**config.mk**
```make
export PLATFORM = sky130hd
export DESIGN_NAME = piezo_burst_scheduler
export DESIGN_NICKNAME = d
export VERILOG_FILES = /design/src/rtl/piezo_burst_scheduler.sv
export SDC_FILE = /design/constraint.sdc
export NUM_CORES = 1
export LEC_CHECK = 0
export CORE_MARGIN = 4
export CORE_UTILIZATION = 54
export DETAILED_ROUTE_END_ITERATION = 7
export PLACE_DENSITY = 0.81
export SKIP_CTS_REPAIR_TIMING = 1
export SLEW_MARGIN = 20
export SYNTH_ARGS = -nofsm -noshare
export SYNTH_HDL_FRONTEND = slang
export SYNTH_SLANG_ARGS = --single-unit
```
**constraint.sdc**
```tcl
create_clock -name iCLK -period 7 [get_ports iCLK]
set_input_delay 1.4 -clock iCLK [delete_from_list [all_inputs] [get_ports iCLK]]
set_output_delay 1.4 -clock iCLK [all_outputs]
set_load 0.02 [all_outputs]
```
**src/rtl/piezo_burst_scheduler.sv**
```systemverilog
// piezo_burst_scheduler
// Arbitrates the shared piezo transducer between the PTP piezo interface
// (requester 0) and the RTC event logic (requester 1). Each granted request
// runs: driver-enable settle, square-wave burst, guard interval, and a
// receive window that timestamps the first rising echo edge.
//
// Ports:
//   iCLK, iRESET          clock, asynchronous active-high reset
//   iREQ[1:0]             request levels (bit0 PTP, bit1 RTC)
//   oGNT[1:0]             one-hot grant, held for the whole sequence
//   oDONE[1:0]            one-cycle completion pulse to the granted requester
//   oBUSY                 high whenever the sequencer is not idle
//   iHALF_PERIOD[15:0]    drive half-period in cycles (0 treated as 1)
//   iPULSE_COUNT[7:0]     number of drive periods (0 skips the burst)
//   iLISTEN_CYC[23:0]     receive window length (0 skips listening)
//   iTIME[TW-1:0]         free-running system time
//   iECHO                 asynchronous receive comparator
//   oENABLE_OUT, oPIEZO   driver enable and drive signal
//   oENABLE_IN            receiver enable
//   oHIT, oTS[TW-1:0]     echo result of the last sequence
module piezo_burst_scheduler #(
    parameter int SETTLE_CYC  = 8,
    parameter int GUARD_CYC   = 4,
    parameter int TW          = 32,
    parameter int SYNC_STAGES = 2
) (
    input  logic          iCLK,
    input  logic          iRESET,
    input  logic [1:0]    iREQ,
    output logic [1:0]    oGNT,
    output logic [1:0]    oDONE,
    output logic          oBUSY,
    input  logic [15:0]   iHALF_PERIOD,
    input  logic [7:0]    iPULSE_COUNT,
    input  logic [23:0]   iLISTEN_CYC,
    input  logic [TW-1:0] iTIME,
    input  logic          iECHO,
    output logic          oENABLE_OUT,
    output logic          oPIEZO,
    output logic          oENABLE_IN,
    output logic          oHIT,
    output logic [TW-1:0] oTS
);

    typedef enum logic [2:0] {
        S_IDLE   = 3'd0,
        S_SETTLE = 3'd1,
        S_DRIVE  = 3'd2,
        S_GUARD  = 3'd3,
        S_LISTEN = 3'd4,
        S_DONE   = 3'd5
    } state_t;

    state_t          state_reg, state_next;
    logic [1:0]      gnt_reg, gnt_next;
    logic [1:0]      done_reg, done_next;
    logic            busy_reg, busy_next;
    logic            en_out_reg, en_out_next;
    logic            piezo_reg, piezo_next;
    logic            en_in_reg, en_in_next;
    logic            hit_reg, hit_next;
    logic [TW-1:0]   ts_reg, ts_next;
    logic            last_reg, last_next;      // requester served most recently
    logic [15:0]     half_reg, half_next;      // latched half-period, already forced >= 1
    logic [7:0]      pulses_reg, pulses_next;  // latched period count
    logic [23:0]     listen_reg, listen_next;  // latched receive window length
    logic [15:0]     hp_cnt_reg, hp_cnt_next;  // cycles left in current half-period
    logic [8:0]      pulse_cnt_reg, pulse_cnt_next; // half-periods left after the current one
    logic [23:0]     tmr_reg, tmr_next;        // settle / guard / listen down-counter

    logic [SYNC_STAGES-1:0] sync_reg;
    logic                   echo_prev_reg;
    logic                   echo_s;
    logic                   echo_edge;
    logic                   pick;

    assign echo_s    = sync_reg[SYNC_STAGES-1];
    assign echo_edge = echo_s & ~echo_prev_reg;

    // Echo synchronizer and edge history
    always_ff @(posedge iCLK or posedge iRESET) begin
        if (iRESET) begin
            sync_reg      <= '0;
            echo_prev_reg <= 1'b0;
        end else begin
            sync_reg      <= {sync_reg[SYNC_STAGES-2:0], iECHO};
            echo_prev_reg <= echo_s;
        end
    end

    // State and registered outputs
    always_ff @(posedge iCLK or posedge iRESET) begin
        if (iRESET) begin
            state_reg     <= S_IDLE;
            gnt_reg       <= 2'b00;
            done_reg      <= 2'b00;
            busy_reg      <= 1'b0;
            en_out_reg    <= 1'b0;
            piezo_reg     <= 1'b0;
            en_in_reg     <= 1'b0;
            hit_reg       <= 1'b0;
            ts_reg        <= '0;
            last_reg      <= 1'b1;  // requester 0 wins the first tie
            half_reg      <= 16'd1;
            pulses_reg    <= 8'd0;
            listen_reg    <= 24'd0;
            hp_cnt_reg    <= 16'd0;
            pulse_cnt_reg <= 9'd0;
            tmr_reg       <= 24'd0;
        end else begin
            state_reg     <= state_next;
            gnt_reg       <= gnt_next;
            done_reg      <= done_next;
            busy_reg      <= busy_next;
            en_out_reg    <= en_out_next;
            piezo_reg     <= piezo_next;
            en_in_reg     <= en_in_next;
            hit_reg       <= hit_next;
            ts_reg        <= ts_next;
            last_reg      <= last_next;
            half_reg      <= half_next;
            pulses_reg    <= pulses_next;
            listen_reg    <= listen_next;
            hp_cnt_reg    <= hp_cnt_next;
            pulse_cnt_reg <= pulse_cnt_next;
            tmr_reg       <= tmr_next;
        end
    end

    // Next-state and next-output logic
    always_comb begin
        state_next     = state_reg;
        gnt_next       = gnt_reg;
        done_next      = 2'b00;
        piezo_next     = piezo_reg;
        hit_next       = hit_reg;
        ts_next        = ts_reg;
        last_next      = last_reg;
        half_next      = half_reg;
        pulses_next    = pulses_reg;
        listen_next    = listen_reg;
        hp_cnt_next    = hp_cnt_reg;
        pulse_cnt_next = pulse_cnt_reg;
        tmr_next       = tmr_reg;
        pick           = 1'b0;

        case (state_reg)
            S_IDLE: begin
                if (|iREQ) begin
                    // On a tie serve the requester that was not served last
                    pick        = (iREQ == 2'b11) ? ~last_reg : iREQ[1];
                    gnt_next    = pick ? 2'b10 : 2'b01;
                    last_next   = pick;
                    half_next   = (iHALF_PERIOD == 16'd0) ? 16'd1 : iHALF_PERIOD;
                    pulses_next = iPULSE_COUNT;
                    listen_next = iLISTEN_CYC;
                    tmr_next    = 24'(SETTLE_CYC - 1);
                    state_next  = S_SETTLE;
                end
            end
            S_SETTLE: begin
                if (tmr_reg == 24'd0) begin
                    if (pulses_reg == 8'd0) begin
                        tmr_next   = 24'(GUARD_CYC - 1);
                        state_next = S_GUARD;
                    end else begin
                        piezo_next     = 1'b1;
                        hp_cnt_next    = half_reg - 16'd1;
                        pulse_cnt_next = {pulses_reg, 1'b0} - 9'd1;
                        state_next     = S_DRIVE;
                    end
                end else begin
                    tmr_next = tmr_reg - 24'd1;
                end
            end
            S_DRIVE: begin
                if (hp_cnt_reg == 16'd0) begin
                    if (pulse_cnt_reg == 9'd0) begin
                        tmr_next   = 24'(GUARD_CYC - 1);
                        state_next = S_GUARD;
                    end else begin
                        piezo_next     = ~piezo_reg;
                        pulse_cnt_next = pulse_cnt_reg - 9'd1;
                        hp_cnt_next    = half_reg - 16'd1;
                    end
                end else begin
                    hp_cnt_next = hp_cnt_reg - 16'd1;
                end
            end
            S_GUARD: begin
                if (tmr_reg == 24'd0) begin
                    if (listen_reg == 24'd0) begin
                        hit_next   = 1'b0;
                        ts_next    = '0;
                        done_next  = gnt_reg;
                        state_next = S_DONE;
                    end else begin
                        tmr_next   = listen_reg - 24'd1;
                        state_next = S_LISTEN;
                    end
                end else begin
                    tmr_next = tmr_reg - 24'd1;
                end
            end
            S_LISTEN: begin
                if (echo_edge) begin
                    hit_next   = 1'b1;
                    ts_next    = iTIME;
                    done_next  = gnt_reg;
                    state_next = S_DONE;
                end else if (tmr_reg == 24'd0) begin
                    hit_next   = 1'b0;
                    ts_next    = '0;
                    done_next  = gnt_reg;
                    state_next = S_DONE;
                end else begin
                    tmr_next = tmr_reg - 24'd1;
                end
            end
            S_DONE: begin
                gnt_next   = 2'b00;
                state_next = S_IDLE;
            end
            default: begin
                gnt_next   = 2'b00;
                state_next = S_IDLE;
            end
        endcase

        // Enables follow the upcoming state; drive is only allowed in DRIVE
        busy_next   = (state_next != S_IDLE);
        en_out_next = (state_next == S_SETTLE) || (state_next == S_DRIVE) ||
                      (state_next == S_GUARD);
        en_in_next  = (state_next == S_LISTEN);
        piezo_next  = piezo_next & (state_next == S_DRIVE);
    end

    assign oGNT        = gnt_reg;
    assign oDONE       = done_reg;
    assign oBUSY       = busy_reg;
    assign oENABLE_OUT = en_out_reg;
    assign oPIEZO      = piezo_reg;
    assign oENABLE_IN  = en_in_reg;
    assign oHIT        = hit_reg;
    assign oTS         = ts_reg;

endmodule

```
# Yosys cells after proc, flatten, opt, wreduce, memory -nomap -nowiden
# Index checks and enable logic that the tools add are counted.
dict set report word_totals {
  ff_bits 145
  input_bits 85
  out_inout_bits 41
}
dict set report classes {
  n_addsub 6
  eq_ne 23
  mux 55
  bitwise_logic 6
  reduce_logical 21
}
# operator count
set ops {}
lappend ops {{$mux 24} 9}
lappend ops {{$mux 32} 4}
lappend ops {{$pmux 24 s5} 1}
lappend ops {{$mux 16} 5}
lappend ops {{$pmux 32 s2} 1}
lappend ops {{$logic_not 24->1} 2}
lappend ops {{$sub 24x1->24 const B} 2}
lappend ops {{$mux 9} 4}
lappend ops {{$logic_not 16->1} 2}
lappend ops {{$pmux 16 s2} 1}
lappend ops {{$sub 16x1->16 const B} 2}
lappend ops {{$mux 3} 7}
lappend ops {{$ne 2x2->1 const B} 10}
lappend ops {{$pmux 9 s2} 1}
lappend ops {{$sub 9x1->9 const B} 2}
lappend ops {{$pmux 3 s5} 1}
lappend ops {{$eq 3x2->1 const B} 4}
lappend ops {{$mux 2} 6}
lappend ops {{$ne 3x3->1 const B} 4}
lappend ops {{$mux 1} 11}
lappend ops {{$logic_not 9->1} 1}
lappend ops {{$logic_not 8->1} 1}
lappend ops {{$pmux 2 s2} 2}
lappend ops {{$reduce_and 4->1} 2}
lappend ops {{other kinds (16)} 26}

# Depth between registers and ports, before layout
dict set report depth {
  word_depth 7
  ltp_mapped 10
  mapped_depth_nobuf 8
}

# Least setup slack after synthesis
# No wires, ideal clock.
dict set report synth_path {
  path_type {input-to-reg}
  start {input iREQ[1]}
  end {register listen_reg[10]}
  setup_time_ps 125
  arrival_ps 2691
  required_time_ps 6875
  slack_ps 4184
  path_stages 6
  path_cell_list {nor3_1 -> mux2i_1 -> nor2b_1 -> clkbuf_1 -> buf_2 -> mux2_2}
}
dict set report synth_via {
  elab_chain_len 2
}
# item line
set synth_lines {}
lappend synth_lines {{from (decl)} 29} ;# input logic [1:0] iREQ,
lappend synth_lines {{$reduce_or 2->1} 149} ;# if (|iREQ) begin
lappend synth_lines {{$reduce_and 2->1 (no line)} --}
lappend synth_lines {{to (signal assigned)} 123} ;# listen_reg <= listen_next;
lappend synth_lines {{to (decl)} 66} ;# logic [23:0] listen_reg, listen_next;
# No other way between the ends.
# A chain may end at the register's enable or synchronous reset.

# Worst setup path in the final report
dict set report layout_path {
  start {register tmr_reg[0]}
  end {register tmr_reg[20]}
}
dict set report layout_via {
  elab_chain_len 4
  word_cells_on_any_way 11
  cone_classes {add/sub (1); eq/ne (3); mux (5); reduce/logical (2)}
}
# item line
set layout_lines {}
lappend layout_lines {{from (decl)} 69} ;# logic [23:0] tmr_reg, tmr_next;
lappend layout_lines {{from (signal assigned)} 126} ;# tmr_reg <= tmr_next;
lappend layout_lines {{$sub 24x1->24} {173, 202, 217}}
lappend layout_lines {{$mux 24} 211} ;# end else if (tmr_reg == 24'd0) begin
lappend layout_lines {{$mux 24} 206} ;# if (echo_edge) begin
lappend layout_lines {{$pmux 24 s5} 147} ;# case (state_reg)
# Several ways; a longest one is shown, not always the timed one. The select of a mux whose other input is x is not followed.

==> flow_summary.toml <==
[critical_path]
worst-path-max-fanout = 25
path_class = "reg -> reg"
required_ns = 7.31
worstSetupStartpointType = "register"
crit_path_end_kind = "register"
crit_arrival_ns = 3.89

[logic_synthesis]
synth.distinct_cells = 67
yosysWarnings = 0
syn_nets = 865
syn_inst = 770
avgSynthCellArea_um2 = 10.02
synth_ff_type = "dfrtp_1"
synthArstFlopShare = 1.000
ys_ff_latch = 145
synth-seq-area-share = 0.4705
synth-edff-count = 0
syn-cell-area_mm2 = 0.007717

[final_layout]
diodes = 0
layout.nets = 979
largest_reg_flops = 32
area_growth_pct = 25.28
instances_no_fill = 1077
drive_above_1_share = 0.1171

[timing]
grt_setup_unrepaired = "no"
drv_slew = 0
setup_tns_ns = 0
fin_crit_ns = 3.584
setup_slack_ns = 3.416
finClkSkew_ns = 0.008250
max_slew.worst_pin.slew_ns = 1.106
fmax_mhz = 279.0
finalSetupViolCount = 0
relSlewSlack = 0.2617
fin_crit_sh = 0.5120
hold_viol_final = 0

[pwr]
comb_power_share = 0.061
power_mw = 1.840
powerDensity_mw_per_mm2 = 190.3
pwr-share-seq = 0.474
power.leakage_nw = 3.957
p_clk_frac = 0.465
p_int_mw = 1.394
vdd_drop_max_mv = 0.1684
p_sw_frac = 0.2425
p_sw_mw = 0.4462

[placement]
place_hpwl_um = 14410
place_inst = 1045
place_ws_ns = 3.043
port_buffers = 125
gp_congestion = 0.8932

[detailed_routing]
wirelength_um = 20390
num_vias = 6820
first_pass_iters = 5
drt_iter0_drc = 641
vias_per_cell = 6.332
drcViolationCount = 0
ant_nets = 0
wl_per_cell_um = 18.93

[cts]
htree_levels = 4
cts.sinks = 145
root_buffer = "clkbuf_16"
cts.clk_slew.worst_paths_ns = 0.06
clk_latency_ns = 0.42
cts_buffer_depth = 2
cts_tree = "done"
cts_made_buffers = 17

[run_status]
status = "completed"

[global_routing]
grt_antenna_before_repair = 0
gr-total-overflow = 0
grt_pass1_vias = 6787
grt_usage = 0.2531
grt_pass1_wl_um = 33300
grt_max_degree = 85

[die]
fp.coreArea_mm2 = 0.01393
die_h_um = 127.5
start_util = 0.5538
die_w_um = 127.5
rows = 43
die_area_mm2 = 0.01627
io_pins = 126

[run]
maxCapViolCount = 0

[min_path]
hold_path.class = "reg -> reg"
-- power by group through the flow --
| stage | clock [mW] | sequential, mW | combinational, mW |
|---|---|---|---|
| final | 0.856 | 0.872 | 0.112 |
| after global routing | 0.906 | 0.874 | 0.123 |
| after CTS | 0.869 | 0.871 | 0.114 |
| after detailed placement | 0 | 0.887 | 0.113 |
| after global placement | 0 | 0.886 | 0.109 |
| after floorplan | 0 | 0.882 | 0.0487 |
-- cell usage after synthesis (19+ instances only) --
master | number | area (um^2)
xor2_1 | 19 | 166.4
a22o_1 | 42 | 367.9
o21ai_0 | 32 | 160.2
nand2_1 | 51 | 191.4
nand3_1 | 20 | 100.1
nor3_1 | 37 | 185.2
inv_1 | 23 | 86.33
nor2_1 | 66 | 247.7
a21oi_1 | 30 | 150.1
xnor2_1 | 23 | 201.4
dfrtp_1 | 143 | 3578
mux2_2 | 42 | 473.0
clkbuf_1 | 20 | 75.07
nor4_1 | 24 | 150.1
-- through the flow --
step	hold WS (ns)	utilization	area [um^2]
final	0.3971	0.6938	9668
after CTS	0.4041	0.6938	9668
after detailed placement	0.3873	0.6536	9107
after global routing	0.4130	0.6938	9668
after global placement	0.3805	0.6533	9104
after floorplan	0.3312	-	7717
-- worst max-delay path, cell delays in order (launching register included) --
cell	delay, ns
dfrtp_1	0.39
inv_1	0.14
ha_1	0.17
or4b_2	0.68
nor3_1	0.31
a31oi_1	0.31
nor2_2	0.93
o211ai_1	0.25
a22o_1	0.29
-- area by class of cell --
cell class | instances | area (um^2)
fill | 996 | 4267
multi-input combinational | 562 | 3834
clock inverter | 14 | 121.4
clock buffer | 18 | 439.2
sequential | 145 | 3631
inverter | 23 | 91.34
timing repair buffer | 135 | 1326
tap | 180 | 225.2
-- cells by family (layout without fill, tap and decap cells) --
group                    Yosys count  count (layout)  share of synthesized area
AND/OR/NAND/NOR                  261             261                     0.1732
adder cells (fa/ha/maj)           10              10                    0.01621
multiplexers                      45              45                    0.06517
AO/OA/AOI/OAI                    204             204                     0.1915
XOR/XNOR                          42              42                    0.04767
buffers and inverters             63             190                    0.03583
flip-flops                       145             145                     0.4705
-- worst paths after layout --
check | from | to | slack (ns) | depth (start not counted)
worst max-delay path | tmr_reg[0]$_DFFE_PP0P_ | tmr_reg[20]$_DFFE_PP0P_ | 3.42 | 8
worst min-delay path | sync_reg[0]$_DFF_PP0_ | sync_reg[1]$_DFF_PP0_ | 0.40 | 0
worst max register to register | tmr_reg[0]$_DFFE_PP0P_ | tmr_reg[20]$_DFFE_PP0P_ | 3.42 | 8
worst min register to register | sync_reg[0]$_DFF_PP0_ | sync_reg[1]$_DFF_PP0_ | 0.40 | 0
max in group asynchronous | iRESET | hp_cnt_reg[10]$_DFFE_PP0P_ | 4.22 | 3
min in group asynchronous | iRESET | oTS[29]$_DFFE_PP0P_ | 1.49 | 2
-- cell usage in the layout, fill, tap and decap left out, types with 23 or more instances in the layout --
cell and instances:
dfrtp_1 143, clkdlybuf4s50_1 125, nor2_1 66, nand2_1 51, a22o_1 42, mux2_2 42
nor3_1 37, o21ai_0 31, a21oi_1 30, nor4_1 24, xnor2_1 23
-- routing by layer --
metal,global-route usage,share of wire
met5,0,0
met3,0.07065,0.091
met4,0.1016,0.022
met1,0.3357,0.42
met2,0.3945,0.46
No activity file was read; power rests on OpenSTA's default activity.
